### src/rtl/pipe_trace_tx_if.sv
// Trace word stream between pipe_trace_tx (master) and the external trace sink (slave).
interface pipe_trace_tx_if;
  logic [31:0] trace_data_o;
  logic        trace_valid_o;
  logic        trace_ready_i;
  logic        trace_last_o;

  modport master (output trace_data_o, trace_valid_o, trace_last_o, input trace_ready_i);
  modport slave  (input trace_data_o, trace_valid_o, trace_last_o, output trace_ready_i);
endinterface

### src/rtl/pipe_trace_tx.sv
// Per-cycle MIPS pipeline trace: packs PC/stall/flush/writeback into 3-word records, buffers and streams them.
// Define TRACE_EVENT_ONLY_EN to capture only cycles with a stall, flush or writeback.
module pipe_trace_tx #(
  parameter int DEPTH = 4,
  parameter int CNT_W = 16
) (
  input  logic             clk_i,
  input  logic             rst_i,
  input  logic             start_i,
  input  logic [31:0]      pc_i,
  input  logic             stall_i,
  input  logic             flush_i,
  input  logic             wb_en_i,
  input  logic [4:0]       wb_addr_i,
  input  logic [31:0]      wb_data_i,
  pipe_trace_tx_if.master  trace,
  output logic [CNT_W-1:0] stall_cnt_o,
  output logic [CNT_W-1:0] flush_cnt_o,
  output logic [CNT_W-1:0] drop_cnt_o
);
  localparam int AW = $clog2(DEPTH);

  typedef struct packed {
    logic [31:0] w0;
    logic [31:0] w1;
    logic [31:0] w2;
  } record_t;

  typedef enum logic [1:0] {
    WORD0 = 2'd0,
    WORD1 = 2'd1,
    WORD2 = 2'd2
  } word_idx_e;

  record_t     mem [DEPTH];
  logic [AW:0] wr_ptr;
  logic [AW:0] rd_ptr;
  logic [AW:0] level;
  logic [21:0] cycle;
  logic        ovf;
  word_idx_e   idx;

  logic    capture_cond;
  logic    capture;
  logic    full;
  logic    empty;
  logic    push;
  logic    drop;
  logic    handshake;
  logic    pop;
  record_t new_rec;
  record_t head;

`ifdef TRACE_EVENT_ONLY_EN
  assign capture_cond = stall_i | flush_i | wb_en_i;
`else
  assign capture_cond = 1'b1;
`endif

  // Fullness is judged on the pre-edge level, so a pop on the same edge never frees room for a capture.
  assign level     = wr_ptr - rd_ptr;
  assign full      = (level == (AW+1)'(DEPTH));
  assign empty     = (level == '0);
  assign capture   = start_i & capture_cond;
  assign push      = capture & ~full;
  assign drop      = capture & full;
  assign handshake = ~empty & trace.trace_ready_i;
  assign pop       = handshake & (idx == WORD2);
  assign head      = mem[rd_ptr[AW-1:0]];

  always_comb begin
    new_rec.w0 = {1'b1, ovf, stall_i, flush_i, wb_en_i, wb_addr_i, cycle};
    new_rec.w1 = pc_i;
    new_rec.w2 = wb_en_i ? wb_data_i : 32'd0;
  end

  // NOTE: every output gets a default before the case, so no path leaves a latch behind.
  always_comb begin
    trace.trace_valid_o = ~empty;
    trace.trace_last_o  = ~empty & (idx == WORD2);
    trace.trace_data_o  = '0;
    if (!empty) begin
      case (idx)
        WORD0:   trace.trace_data_o = head.w0;
        WORD1:   trace.trace_data_o = head.w1;
        default: trace.trace_data_o = head.w2;
      endcase
    end
  end

  // NOTE: record storage is deliberately not reset; the pointers alone say which entries are live.
  // NOTE: state is updated with <= so every register sees pre-edge values regardless of statement order.
  always_ff @(posedge clk_i) begin
    if (push) mem[wr_ptr[AW-1:0]] <= new_rec;
  end

  function automatic logic [CNT_W-1:0] sat_inc(input logic [CNT_W-1:0] v, input logic en);
    return (en && (v != '1)) ? v + CNT_W'(1) : v;
  endfunction

  always_ff @(posedge clk_i) begin
    if (rst_i) begin
      wr_ptr      <= '0;
      rd_ptr      <= '0;
      cycle       <= '0;
      ovf         <= 1'b0;
      idx         <= WORD0;
      stall_cnt_o <= '0;
      flush_cnt_o <= '0;
      drop_cnt_o  <= '0;
    end else begin
      if (start_i) cycle <= cycle + 22'd1;
      if (push) wr_ptr <= wr_ptr + (AW+1)'(1);
      if (pop)  rd_ptr <= rd_ptr + (AW+1)'(1);

      if (drop)      ovf <= 1'b1;
      else if (push) ovf <= 1'b0;

      if (handshake) begin
        case (idx)
          WORD0:   idx <= WORD1;
          WORD1:   idx <= WORD2;
          default: idx <= WORD0;
        endcase
      end

      stall_cnt_o <= sat_inc(stall_cnt_o, start_i & stall_i);
      flush_cnt_o <= sat_inc(flush_cnt_o, start_i & flush_i);
      drop_cnt_o  <= sat_inc(drop_cnt_o, drop);
    end
  end
endmodule

### src/flat_wrapper.sv
// flat-port wrapper written by rule: the top's interface ports become plain ports
module pipe_trace_tx_flat 
#(
  parameter int DEPTH = 4,
  parameter int CNT_W = 16
)
  (clk_i, rst_i, start_i, pc_i, stall_i, flush_i, wb_en_i, wb_addr_i, wb_data_i, stall_cnt_o, flush_cnt_o, drop_cnt_o, trace_trace_data_o, trace_trace_valid_o, trace_trace_last_o, trace_trace_ready_i);
  pipe_trace_tx_if trace_i ();
  input  logic clk_i;
  input  logic rst_i;
  input  logic start_i;
  input  logic [31:0] pc_i;
  input  logic stall_i;
  input  logic flush_i;
  input  logic wb_en_i;
  input  logic [4:0] wb_addr_i;
  input  logic [31:0] wb_data_i;
  output logic [CNT_W-1:0] stall_cnt_o;
  output logic [CNT_W-1:0] flush_cnt_o;
  output logic [CNT_W-1:0] drop_cnt_o;
  output wire logic [$bits(trace_i.trace_data_o)-1:0] trace_trace_data_o;
  output wire logic [$bits(trace_i.trace_valid_o)-1:0] trace_trace_valid_o;
  output wire logic [$bits(trace_i.trace_last_o)-1:0] trace_trace_last_o;
  input wire logic [$bits(trace_i.trace_ready_i)-1:0] trace_trace_ready_i;
  assign trace_trace_data_o = trace_i.trace_data_o;
  assign trace_trace_valid_o = trace_i.trace_valid_o;
  assign trace_trace_last_o = trace_i.trace_last_o;
  assign trace_i.trace_ready_i = trace_trace_ready_i;
  pipe_trace_tx #(.DEPTH(DEPTH), .CNT_W(CNT_W)) u_core (.clk_i(clk_i), .rst_i(rst_i), .start_i(start_i), .pc_i(pc_i), .stall_i(stall_i), .flush_i(flush_i), .wb_en_i(wb_en_i), .wb_addr_i(wb_addr_i), .wb_data_i(wb_data_i), .trace(trace_i), .stall_cnt_o(stall_cnt_o), .flush_cnt_o(flush_cnt_o), .drop_cnt_o(drop_cnt_o));
endmodule
### config.mk
export PLATFORM = sky130hd
export DESIGN_NAME = pipe_trace_tx_flat
export DESIGN_NICKNAME = d
export VERILOG_FILES = /design/src/rtl/pipe_trace_tx_if.sv /design/src/rtl/pipe_trace_tx.sv /design/src/flat_wrapper.sv
export SDC_FILE = /design/constraint.sdc
export NUM_CORES = 1
export LEC_CHECK = 0
export ABC_AREA = 0
export CORE_MARGIN = 4
export CORE_UTILIZATION = 46
export DETAILED_ROUTE_END_ITERATION = 7
export PLACE_DENSITY = 0.64
export SLEW_MARGIN = 20
export SYNTH_ARGS = -nofsm -noshare
export SYNTH_HDL_FRONTEND = slang
export SYNTH_SLANG_ARGS = --single-unit
### constraint.sdc
create_clock -name clk_i -period 7.1 [get_ports clk_i]
set_clock_uncertainty 0.05 [all_clocks]
set_input_delay 1.065 -clock clk_i [delete_from_list [all_inputs] [get_ports clk_i]]
set_output_delay 1.065 -clock clk_i [all_outputs]
set_load 0.03 [all_outputs]
==> flow_summary.toml <==
[final_layout]
seq_area_sq_mm = 0.0130
fill_cells = 3148
multi_input_area_sq_mm = 0.00514
nets = 1361
fin_util_pct = 55.7
drive_above_1_share_pct = 14.6
antenna_cells = 0
layoutNonFillerInstCount = 1837
area_growth_pct = 19.8

[critical_path]
start_kind = "flop"
setup.worst_path.class = "reg2out"
cpMostUsedCell = "nor2_1"
required_ns = 5.98
crit_family = "buffers and inverters"
critPathCaptureType = "primary output"
cp_max_fo = 65
path_cells = "buf_4 -> mux4_2 -> mux2i_1 -> nor2_1 -> a21oi_1 -> nor2_1 -> clkdlybuf4s50_1"
max_stage_delay_ns = 1.02
cp_num_buf_inv = 2
crit_slowest_cell = "dfxtp_4"
crit_arrival_ns = 3.68

[routing]
wl_per_cell_um = 20.8
routed_via_density = 5.42
wirelength_um = 38200
dr.first_iter.drc_count = 659
first_pass_iters = 5
drc = 0
ant_nets = 0
vias = 9964

[pwr]
p_int_mw = 4.67
netSwitchingFraction_pct = 21.7
pwr-share-comb_pct = 7.6
p_leak_nw = 7.12
power.share.clock_pct = 40.8
power_frac_seq_pct = 51.6
p_sw_mw = 1.29
ir_drop_mv = 0.148
powerDensity_mw_per_mm2 = 270

[grt]
top_usage_layer = "met2"
grt_first_pass_wirelength_um = 60300
antenna_found_initial = 1
met1_usage_pct = 24.5
grt.overflow.total = 0
grt_max_degree = 85
grt_pass1_vias = 10375
use_met3_pct = 4.67
track_usage_pct = 17.6
met2_usage_pct = 28.6

[timing]
setup_viol = 0
slew_violations = 0
finalCritPeriodShare_pct = 67.5
fin_crit_ns = 4.79
fmax_mhz = 209
rsz0062_at_grt = "no"
worstMarginPinSlew_ns = 1.07
whs_ns = 0.461
final_hold_viol_count = 0
max_slew_margin_pct = 28.8
fin_setup_tns_ns = 0

[synthesis]
ys_seq_elements = 461
postSynthCellCount = 1111
syn_nets = 1198
synthFlopType = "edfxtp_1"
ys_seq_area_share_pct = 70.7
synthArstFlopShare_pct = 0
synth.area.top_cells = "edfxtp_1 (62%), mux4_2 (12%), dfxtp_1 (8.8%), nor2_1 (2.6%), mux2i_1 (2.0%)"
synth_cell_types = 46
synth-edff-count = 380
yosys_warnings = 0
synth.top_cell.area_share_pct = 61.9
synth_largest_area_cell = "edfxtp_1"
synthesis.area_sq_mm = 0.0184
syn-mean-instance-area_sq_um = 16.6

[clock_tree]
cts-resized-gates = 0
tritoncts = "done"
cts.sinks = 461
root_buffer = "clkbuf_16"
post_cts_buffers = 0
cts_buffers = 48
clk_pin_slew_worst_paths_ns = 0.06
htreeDepth = 2
clock_latency_ns = 0.57
holdBufCountCts = 0
clockBufferDepth = 3

[placement]
dp_hpwl_um = 22000
gp_congestion = 0.752
io_buffers = 157
dp.cells = 1748

[floorplan]
die_height_um = 208
start_util_pct = 46.5
rows = 73
die_area_sq_mm = 0.0433
pin_count = 158
core-area_sq_mm = 0.0396
dieWidth_um = 208

[min_path]
hold_class = "reg2reg"

[flow_run]
cap_violations = 0

[outcome]
run_status = "finished, final reports clean"
## routing by layer
layer  vias up  share of wire, %
met5         -                 0
met4         0               1.6
met3        53               5.9
met2       221                49
met1      5058                44
li1       4632                 -
## final timing paths
kind,start,endpoint,slack (ns),depth (start not counted)
setup reg to reg,u_core.wr_ptr[0],u_core.mem[2][15],3.59,7
hold / removal,u_core.drop_cnt_o[11],u_core.drop_cnt_o[11],0.46,2
hold reg to reg,u_core.drop_cnt_o[11],u_core.drop_cnt_o[11],0.46,2
setup / recovery,flop,trace_trace_data_o[25],2.31,7
## cells in the final DEF (no fill, tap or decap), drive strengths merged, types with 4 or more instances in the layout
master         netlist  layout
and4                11      11
bufinv               0       4
clkbuf              33      66
inv                  8       8
or3                 10      10
clkinvlp             0       4
nor2               126     126
nand2               32      32
nand4               18      18
nor2b                5       5
nand3               18      18
dfxtp               81      81
nor3                11      11
clkinv               0      14
edfxtp             380     380
mux4                95      95
and3                 8       8
buf                 23      14
and2                42      42
xnor2               19      19
o31ai                4       4
nor4                 8       8
mux2i               37      37
a21oi               55      55
o21ai               16      16
ha                  11      11
clkdlybuf4s50        0     155
xor2                31      31
or4                  5       5
## metrics by stage
stage / power (mW) / instance area (sq um) / worst slack, ns
2_1_floorplan: 3.39 / 18400 / 2.65
3_3_place_gp: 3.59 / 20500 / 2.78
3_5_place_dp: 3.59 / 20500 / 2.74
4_1_cts: 6.04 / 22100 / 2.17
5_1_grt: 6.20 / 22100 / 2.03
6_report: 5.97 / 22100 / 2.31
## flip-flops by register name, indices dropped and copies added, names as in the netlist, named ones only
signal / cells
u_core.cycle: 22
u_core.drop_cnt_o: 16
u_core.flush_cnt_o: 16
u_core.idx: 2
u_core.mem: 380
u_core.ovf: 1
u_core.rd_ptr: 3
u_core.stall_cnt_o: 16
u_core.wr_ptr: 3
## power groups by stage
stage          sequential (mW)  combinational [mW]  clock, mW
2_1_floorplan             3.13               0.265          0
3_3_place_gp              3.13               0.455          0
3_5_place_dp              3.14               0.457          0
4_1_cts                   3.08               0.460       2.50
5_1_grt                   3.09               0.495       2.61
6_report                  3.08               0.454       2.43
## cell families after synthesis
kind of cell | share of synthesized area, %
XOR/XNOR | 2.42
AND/OR/NAND/NOR | 8.21
buffers and inverters | 1.47
multiplexers | 13.7
adder cells (fa/ha/maj) | 0.747
flip-flops | 70.7
AO/OA/AOI/OAI | 2.70
## worst min-delay path, delay by kind of cell (launching register included)
family,cells,cell delay [ns]
compound gates,2,0.13
flops,1,0.33
## Yosys cell counts (2+ instances only)
cell type	instances
o21ai_0	16
nand3_1	18
nor2_1	126
nor4_1	7
mux4_2	95
o211ai_1	3
clkbuf_1	32
buf_2	18
mux2_2	2
edfxtp_1	380
nand2_1	32
o31ai_1	4
nor3_1	11
a31oi_1	3
and2_1	42
or4_1	5
xnor2_1	18
and4_1	11
ha_1	11
nor4b_1	2
and3_1	8
buf_1	3
nor2b_1	5
o2111ai_1	3
buf_4	2
or3_1	10
mux2i_1	37
dfxtp_1	81
nand2b_1	2
a21oi_1	55
xor2_1	31
nand4_1	17
inv_1	8
## cell type report
class	instances	area share [%]
sequential	461	59.1
multi-input combinational	586	23.3
timing repair buffer	169	7.63
clock buffer	66	5.98
tap	525	2.97
clock inverter	22	0.946
inverter	8	0.136
Power figures use the tool's default switching activity.
